File: src/rtl/sram_100_qsys_cpu_oci_dct_packer_pkg.sv
// Shared sizing and state encoding for the OCI branch-code (DCT) packer.
package sram_100_qsys_cpu_oci_dct_packer_pkg;

  localparam int DCT_MAX_ENTRIES = 15;
  localparam int DCT_CODE_W      = 2;
  localparam int DCT_BUF_W       = DCT_MAX_ENTRIES * DCT_CODE_W;  // 30
  localparam int DCT_CNT_W       = 4;

  typedef enum logic [1:0] {
    ST_RUN   = 2'd0,
    ST_DRAIN = 2'd1,
    ST_DONE  = 2'd2
  } dct_state_e;

endpackage

File: src/rtl/sram_100_qsys_cpu_oci_dct_accum.sv
// Shift accumulator for branch codes: newest code enters at the LSBs, count saturates at MAX_ENTRIES.
module sram_100_qsys_cpu_oci_dct_accum
  import sram_100_qsys_cpu_oci_dct_packer_pkg::*;
#(
  parameter int MAX_ENTRIES = DCT_MAX_ENTRIES,
  parameter int CODE_W      = DCT_CODE_W,
  localparam int BUF_W      = MAX_ENTRIES * CODE_W,
  localparam int CNT_W      = $clog2(MAX_ENTRIES + 1)
) (
  input  logic              clk,
  input  logic              reset_n,
  input  logic              i_push,
  input  logic [CODE_W-1:0] i_code,
  input  logic              i_xfer,
  output logic [BUF_W-1:0]  o_buf,
  output logic [CNT_W-1:0]  o_cnt,
  output logic              o_full,
  output logic [BUF_W-1:0]  o_nxt_buf,
  output logic [CNT_W-1:0]  o_nxt_cnt
);

  logic [BUF_W-1:0] r_buf;
  logic [CNT_W-1:0] r_cnt;
  logic             w_full;
  logic             w_push_ok;
  logic [BUF_W-1:0] w_nxt_buf;
  logic [CNT_W-1:0] w_nxt_cnt;

  assign w_full    = (r_cnt == CNT_W'(MAX_ENTRIES));
  assign w_push_ok = i_push & ~w_full;
  assign w_nxt_buf = w_push_ok ? {r_buf[BUF_W-CODE_W-1:0], i_code} : r_buf;
  assign w_nxt_cnt = r_cnt + CNT_W'(w_push_ok);

  // When a full accumulator drains, a code arriving that cycle starts the next packet.
  always_ff @(posedge clk or negedge reset_n) begin
    if (!reset_n) begin
      r_buf <= '0;
      r_cnt <= '0;
    end else if (i_xfer) begin
      if (w_full && i_push) begin
        r_buf <= BUF_W'(i_code);
        r_cnt <= CNT_W'(1);
      end else begin
        r_buf <= '0;
        r_cnt <= '0;
      end
    end else if (w_push_ok) begin
      r_buf <= w_nxt_buf;
      r_cnt <= w_nxt_cnt;
    end
  end

  assign o_buf     = r_buf;
  assign o_cnt     = r_cnt;
  assign o_full    = w_full;
  assign o_nxt_buf = w_nxt_buf;
  assign o_nxt_cnt = w_nxt_cnt;

endmodule

File: src/rtl/sram_100_qsys_cpu_oci_dct_packer.sv
// Packs 2-bit branch outcome codes into 15-entry packets with a ready/valid output register and end-of-test drain.
module sram_100_qsys_cpu_oci_dct_packer
  import sram_100_qsys_cpu_oci_dct_packer_pkg::*;
#(
  parameter int MAX_ENTRIES = DCT_MAX_ENTRIES,
  parameter int CODE_W      = DCT_CODE_W,
  localparam int BUF_W      = MAX_ENTRIES * CODE_W,
  localparam int CNT_W      = $clog2(MAX_ENTRIES + 1)
) (
  input  logic              clk,
  input  logic              reset_n,
  input  logic              br_valid,
  input  logic [CODE_W-1:0] br_code,
  input  logic              flush_req,
  input  logic              test_ending,
  input  logic              dct_ready,
  output logic [BUF_W-1:0]  dct_buffer,
  output logic [CNT_W-1:0]  dct_count,
  output logic              dct_valid,
  output logic              overflow,
  output logic              test_has_ended
);

  dct_state_e       r_state, w_state_nxt;
  logic [BUF_W-1:0] r_out_buf;
  logic [CNT_W-1:0] r_out_cnt;
  logic             r_out_vld;
  logic             r_flush_pend;
  logic             r_overflow;
  logic             r_ended;

  logic [BUF_W-1:0] w_acc_buf, w_nxt_buf;
  logic [CNT_W-1:0] w_acc_cnt, w_nxt_cnt;
  logic             w_acc_full;
  logic             w_run, w_drain;
  logic             w_push, w_out_free, w_flush, w_want, w_xfer, w_drop;

  assign w_run      = (r_state == ST_RUN);
  assign w_drain    = (r_state == ST_DRAIN);
  assign w_push     = w_run & br_valid;
  assign w_out_free = ~r_out_vld | dct_ready;
  assign w_flush    = w_drain | (w_run & (flush_req | r_flush_pend));
  // A full accumulator reports nxt_cnt == MAX_ENTRIES, so it always wants to drain.
  assign w_want     = (w_nxt_cnt == CNT_W'(MAX_ENTRIES)) | (w_flush & (w_nxt_cnt != '0));
  assign w_xfer     = w_want & w_out_free;
  assign w_drop     = w_push & w_acc_full & ~w_xfer;

  sram_100_qsys_cpu_oci_dct_accum #(
    .MAX_ENTRIES (MAX_ENTRIES),
    .CODE_W      (CODE_W)
  ) u_accum (
    .clk       (clk),
    .reset_n   (reset_n),
    .i_push    (w_push),
    .i_code    (br_code),
    .i_xfer    (w_xfer),
    .o_buf     (w_acc_buf),
    .o_cnt     (w_acc_cnt),
    .o_full    (w_acc_full),
    .o_nxt_buf (w_nxt_buf),
    .o_nxt_cnt (w_nxt_cnt)
  );

  always_ff @(posedge clk or negedge reset_n) begin
    if (!reset_n) r_state <= ST_RUN;
    else          r_state <= w_state_nxt;
  end

  always_comb begin
    w_state_nxt = r_state;
    case (r_state)
      ST_RUN:   if (test_ending) w_state_nxt = ST_DRAIN;
      ST_DRAIN: if ((w_acc_cnt == '0) && w_out_free) w_state_nxt = ST_DONE;
      ST_DONE:  w_state_nxt = ST_DONE;
      default:  w_state_nxt = ST_RUN;
    endcase
  end

  always_ff @(posedge clk or negedge reset_n) begin
    if (!reset_n) begin
      r_out_buf    <= '0;
      r_out_cnt    <= '0;
      r_out_vld    <= 1'b0;
      r_flush_pend <= 1'b0;
      r_overflow   <= 1'b0;
      r_ended      <= 1'b0;
    end else begin
      if (w_xfer) begin
        r_out_buf <= w_nxt_buf;
        r_out_cnt <= w_nxt_cnt;
        r_out_vld <= 1'b1;
      end else if (dct_ready) begin
        r_out_vld <= 1'b0;
      end
      // Flush blocked by a busy output is replayed once the output frees up.
      if (w_xfer || !w_run)
        r_flush_pend <= 1'b0;
      else if (flush_req && (w_nxt_cnt != '0))
        r_flush_pend <= 1'b1;
      r_overflow <= w_drop;
      r_ended    <= (w_state_nxt == ST_DONE);
    end
  end

  assign dct_buffer     = r_out_buf;
  assign dct_count      = r_out_cnt;
  assign dct_valid      = r_out_vld;
  assign overflow       = r_overflow;
  assign test_has_ended = r_ended;

endmodule
File: config.mk
export PLATFORM = sky130hd
export DESIGN_NAME = sram_100_qsys_cpu_oci_dct_packer
export DESIGN_NICKNAME = d
export VERILOG_FILES = /design/src/rtl/sram_100_qsys_cpu_oci_dct_packer_pkg.sv /design/src/rtl/sram_100_qsys_cpu_oci_dct_accum.sv /design/src/rtl/sram_100_qsys_cpu_oci_dct_packer.sv
export SDC_FILE = /design/constraint.sdc
export NUM_CORES = 1
export LEC_CHECK = 0
export ABC_AREA = 1
export BUFFER_PORTS_ARGS = -buffer_cell sky130_fd_sc_hd__buf_2
export CORE_ASPECT_RATIO = 0.9
export CORE_MARGIN = 2
export CORE_UTILIZATION = 25
export CTS_CLUSTER_SIZE = 20
export DETAILED_ROUTE_END_ITERATION = 6
export SLEW_MARGIN = 20
export SYNTH_ARGS = -nofsm -noshare
export SYNTH_HDL_FRONTEND = slang
export SYNTH_SLANG_ARGS = --single-unit
File: constraint.sdc
create_clock -name clk -period 3.4 [get_ports clk]
set_input_delay 0.17 -clock clk [delete_from_list [all_inputs] [get_ports clk]]
set_output_delay 0.17 -clock clk [all_outputs]
set_load 0.1 [all_outputs]
* After elaboration in Yosys (flattened, before gate mapping)
Cells that the tools add are included.
** Storage, ports and cells
- Memory bits (writable) :: 0
- Memories kept :: 0
- Output and inout bits :: 37
- Bits in registers :: 74
- ROM bits :: 0
- Bits in latches :: 0
** Operators by class
- Shift-type cells :: 0
- Muxes and demuxes :: 14
- Add/sub/neg operators :: 1
- Div/mod/pow operators :: 0
- Bitwise logic cells :: 14
- Equal/unequal tests :: 5
- Reduce and logical (&&, ||, !) cells :: 11
- $lt $le $gt $ge :: 0
- $mul :: 0
** Operator list (count)
- $mux W30 :: 3
- $eq A4 B4 Y1 const B :: 2
- $mux W4 :: 2
- $and A1 B1 Y1 :: 7
- $mux W2 :: 3
- $pmux W2 S3 :: 1
- $reduce_bool A2 Y1 :: 3
- $mux W1 :: 5
- $add A4 B1 Y4 :: 1
- $eq A2 B2 Y1 const B :: 2
- $logic_not A4 Y1 :: 1
- $or A1 B1 Y1 :: 4
- $reduce_bool A4 Y1 :: 1
- $logic_and A1 B1 Y1 :: 3
- $not A1 Y1 :: 3
- $eq A2 B1 Y1 const B :: 1
- $logic_not A2 Y1 :: 1
- $logic_not A1 Y1 :: 1
- $logic_or A1 B1 Y1 :: 1

* Depth between registers and ports, before layout
- Depth after elaboration :: 10
- Gate-level depth with buffers :: 20
- Mapped depth without buffers :: 17

* Hierarchy
From an unflattened synthesis, not the netlist that was laid out.
** Second synthesis, totals
- Cells, all modules :: 446
- Area total of the unflattened synthesis :: 3524.6 µm²
** By module, submodules not included
- sram_100_qsys_cpu_oci_dct_accum :: times used 1, cells an instance 262, area an instance 1875.5 µm²
- sram_100_qsys_cpu_oci_dct_packer :: times used 1, cells an instance 184, area an instance 1649.1 µm²

* Worst setup path after synthesis
Ideal clock, no wire load.
- Path kind :: reg-to-reg
- From :: reg r_state[1]
- To :: reg r_out_buf[10], in the netlist dct_buffer[10]
- Period minus slack after synthesis :: 2.321 ns
- Stages on the path, launching flop included :: 18
- Arrival time :: 2.254 ns
- Library setup time :: 0.067 ns
- Slack :: 1.079 ns
- Path through :: dfrtp_1 > inv_1 > nand2_1 > nor2_1 > nand2_1 > inv_1 > buf_2 > ha_1 > ha_1 > nor2_1 > nand3_1 > o21ai_2 > nand2_2 > buf_6 > nand2_8 > buf_6 > nand2_1 > nand2_1
** On the way
- Cells in the longest elaborated chain, start to end :: 8
** RTL lines
- start, declared :: line sram_100_qsys_cpu_oci_dct_packer.sv:24 : dct_state_e r_state, w_state_nxt;
- start signal, assigned :: line sram_100_qsys_cpu_oci_dct_packer.sv:66 : else r_state <= w_state_nxt;
- $logic_not A2 Y1 * :: line sram_100_qsys_cpu_oci_dct_packer.sv:38 : assign w_run = (r_state == ST_RUN);
- $and A1 B1 Y1 * :: line sram_100_qsys_cpu_oci_dct_packer.sv:40 : assign w_push = w_run & br_valid;
- $and A1 B1 Y1 * :: line sram_100_qsys_cpu_oci_dct_accum.sv:30 : assign w_push_ok = i_push & ~w_full;
- $add A4 B1 Y4 * :: line sram_100_qsys_cpu_oci_dct_accum.sv:32 : assign w_nxt_cnt = r_cnt + CNT_W'(w_push_ok);
- net u_accum.o_nxt_cnt[1] :: line sram_100_qsys_cpu_oci_dct_accum.sv:19 : output logic [CNT_W-1:0] o_nxt_cnt
- $reduce_bool A4 Y1 :: line sram_100_qsys_cpu_oci_dct_packer.sv:44 : assign w_want = (w_nxt_cnt == CNT_W'(MAX_ENTRIES)) | (w_flush & (w_nxt_cnt != '0));
- $and A1 B1 Y1 :: line sram_100_qsys_cpu_oci_dct_packer.sv:44
- $or A1 B1 Y1 * :: line sram_100_qsys_cpu_oci_dct_packer.sv:44
- $and A1 B1 Y1 * :: line sram_100_qsys_cpu_oci_dct_packer.sv:45 : assign w_xfer = w_want & w_out_free;
- end signal, assigned :: line sram_100_qsys_cpu_oci_dct_packer.sv:89 : r_out_buf <= w_nxt_buf;
- end, declared :: line sram_100_qsys_cpu_oci_dct_packer.sv:25 : logic [BUF_W-1:0] r_out_buf;
The timed path passes the listed nets; every way through them passes the cells marked *.
A chain may end at the register's enable or synchronous reset.

* Worst setup path in the final report
- From :: reg r_state[1]
- To :: reg u_accum.r_buf[21], in the netlist u_accum.o_buf[21]
** On the way
- Cells in the longest elaborated chain, start to end :: 9
** RTL lines
- $logic_not A2 Y1 * :: line sram_100_qsys_cpu_oci_dct_packer.sv:38
- $and A1 B1 Y1 * :: line sram_100_qsys_cpu_oci_dct_packer.sv:40
- $and A1 B1 Y1 * :: line sram_100_qsys_cpu_oci_dct_accum.sv:30
- $add A4 B1 Y4 * :: line sram_100_qsys_cpu_oci_dct_accum.sv:32
- net u_accum.o_nxt_cnt[1] :: line sram_100_qsys_cpu_oci_dct_accum.sv:19
- $reduce_bool A4 Y1 :: line sram_100_qsys_cpu_oci_dct_packer.sv:44
- $and A1 B1 Y1 :: line sram_100_qsys_cpu_oci_dct_packer.sv:44
- $or A1 B1 Y1 * :: line sram_100_qsys_cpu_oci_dct_packer.sv:44
- $and A1 B1 Y1 * :: line sram_100_qsys_cpu_oci_dct_packer.sv:45
- $mux W30 / $reduce_bool A2 Y1 (equally long branches)
- end signal, assigned :: line sram_100_qsys_cpu_oci_dct_accum.sv:41 : r_buf <= BUF_W'(i_code);
- end signal, assigned :: line sram_100_qsys_cpu_oci_dct_accum.sv:48 : r_buf <= w_nxt_buf;
- end, declared :: line sram_100_qsys_cpu_oci_dct_accum.sv:22 : logic [BUF_W-1:0] r_buf;
The timed path passes the listed nets; every way through them passes the cells marked *. The select of a mux whose other input is x is not followed.

==> metrics.cfg <==
[status]
outcome=complete, but fails checks
violations=hold timing

[die]
die_x_um=126
die_y_um=114
start_util_pct=25.4
io_pins=45
die_area_mm2=0.0144
rows=40
core_area_mm2=0.0132

[global_routing]
grt_max_degree=75
grt_overflow=0
grt.total_usage_pct=11.1
antenna_found_initial=0
grt_pass1_vias=2557
grt_pass1_wl_um=12800

[hold_path]
hp-class=in -> async

[routing]
wl_per_cell_um=12.4
ant_nets=0
via_per_inst=4.34
dr_total_vias=2585
dr.pass1.iters=5
finalWirelength_um=7370
drc=0
first_iter_violations=227

[clock_tree]
cts-buffers-inserted=9
cts.hold.buffers_added=0
clkTransAtPathRegs_ns=0.06
htreeDepth=3
post_cts_buffers=0
clock-sinks=74
cts_tree=done
cts.repair.resized=0
clockRootBuffer=clkbuf_16
clockBufferDepth=2
clk-insertion-delay-late_ns=0.34

[setup_path]
criticalPathCategory=reg -> reg
worstReg2RegStart=r_state[1]
cpLargestDelayFamily=simple AND/OR/NAND/NOR gates
critPathMaxFanout=43
crit_path_start_kind=register
cp-startpoint=r_state[1]
end_kind=register
slowest_stage=dfrtp_1
crit_arrival_ns=2.97
worstPathCellList=inv_1 > nand2_1 > nor2_1 > nand2_1 > inv_1 > ha_1 > ha_1 > nor2_1 > nand3_1 > o21ai_2 > nand2_2 > nand2_8 > and2_1
slowest_delay_ns=0.39
critPathRequiredTime_ns=3.67
cp.buffers_inverters=2

[place]
dp_hpwl_um=4620
place_congestion=0.832
place_ws_ns=0.700
portBuffers=44

[timing]
finalSetupViolCount=0
hold_violations=20
totalNegativeSetupSlack_ns=0
fmax_mhz=370
period_share_pct=79.4
worst_slack_ns=0.700
maxSlewViolCount=0
rsz0062_at_grt=false
hold_slack_ns=-0.0311
period_minus_slack_ns=2.70
worst_slew_pin_slew_ns=0.932
slew_headroom_pct=37.8
fin_skew_ns=0.00603

[synth]
synth_seq_cells=74
synth-edff-count=0
synth_cells=389
synth_top_area_share_pct=55.2
ys_types=23
yosysTopAreaCell=dfrtp_1
ys.warnings.count=0
synth-seq-area-share_pct=55.2
synth_area_leaders=dfrtp_1 55%, nand2_1 18%, nand3_1 6.1%
synth_fp_nets=399
synthesis.area_mm2=0.00335
synthArstFlopShare_pct=100
synth_flop_cell=dfrtp_1
syn-mean-instance-area_um2=8.62

[cells_and_area]
antenna_cells=0
syn2layout_area_growth_pct=18.4
fin_util_pct=30.0
final_nets=433
layout-drive-gt1-share_pct=16.4

[pwr]
finalPower_uw=3560
cellLeakagePower_uw=0.00216
ir_worst_vdd_mv=0.379
powerDensity_mw_per_mm2=897

[flow_run]
maxCapViolCount=0

stage by stage:
stage                     cells  area [µm²]
final                       596        3970
after detailed placement    580        3660
after floorplan             389        3350
after global routing        596        3970
after CTS                   596        3970
after global placement      580        3660
worst reg2reg max path: stages, from the launching register on:
cell and delay (ns):
dfrtp_1 0.39, inv_1 0.11, nand2_1 0.08, nor2_1 0.09, nand2_1 0.09, inv_1 0.09
ha_1 0.19, ha_1 0.28, nor2_1 0.12, nand3_1 0.13, o21ai_2 0.16, nand2_2 0.33
nand2_8 0.38, and2_1 0.19
report_power, final:
part	internal (µW)	leakage [µW]	switching, µW	total [µW]
Clock	589	0.000149	365	953
Sequential	1020	0.00102	80.3	1100
Combinational	285	0.000989	1220	1500
cell usage after synthesis, drive strengths merged, types with 4 or more instances:
cell and number:
dfrtp 74, a21boi 26, nand3 41, o21ai 15, clkbuf 9, inv 19, a21oi 4, and2 5
nor2 8, buf 16, nand2 164
registers in the layout, indices dropped and copies added, names as in the netlist:
register,flops
dct_buffer,30
u_accum.o_buf,30
dct_count,4
u_accum.o_cnt,4
r_state,2
dct_valid,1
overflow,1
r_flush_pend,1
test_has_ended,1
cells by family (layout without fill, tap and decap cells):
family                     after synthesis  in the layout  synth area share, %
AOI/OAI and AO/OA                       46             46                 9.00
adders and majority gates                2              2                0.746
buffers and inverters                   44             83                 7.09
DFF                                     74             74                 55.2
and+or+nand+nor                        223            223                 27.9
layer usage:
metal / global-route usage (%) / wire [µm] / vias up
met4: 3.96 / 45 / 0
met5: 0 / 0 / -
met1: 14.7 / 3430 / 1223
met2: 16.8 / 3450 / 55
met3: 3.94 / 441 / 4
li1: - / - / 1303
worst paths after layout:
path,endpoint,slack [ns],cells after the start
worst max-delay path,u_accum.o_buf[21],0.70,13
max in group asynchronous,u_accum.o_buf[11],2.83,1
worst min register to register,dct_buffer[4],0.47,2
worst max register to register,u_accum.o_buf[21],0.70,13
min in group clk,r_state[0],0.06,3
worst min-delay path,dct_count[1],-0.03,1
placed cells by master, fill, tap and decap left out, types with 3 or more instances in the layout:
| master | synthesis | layout |
|---|---|---|
| nand2_1 | 161 | 160 |
| dfrtp_1 | 74 | 74 |
| buf_2 | 4 | 43 |
| nand3_1 | 41 | 41 |
| a21boi_0 | 25 | 25 |
| inv_1 | 18 | 18 |
| o21ai_0 | 14 | 14 |
| clkbuf_16 | 0 | 9 |
| nor2_1 | 8 | 8 |
| and2_1 | 5 | 5 |
| a21oi_1 | 4 | 4 |
| buf_4 | 6 | 4 |
| nand2_2 | 2 | 3 |
area by class of cell:
cell class	count	area (µm²)
Clock inverter	6	65.1
Multi-Input combinational cell	271	1260
Inverter	19	71.3
Tap cell	168	210
Clock buffer	10	239
Sequential cell	74	1850
Timing Repair Buffer	48	265
Fill cell	1425	9250
Note: power is estimated with default switching activity, not from simulation.
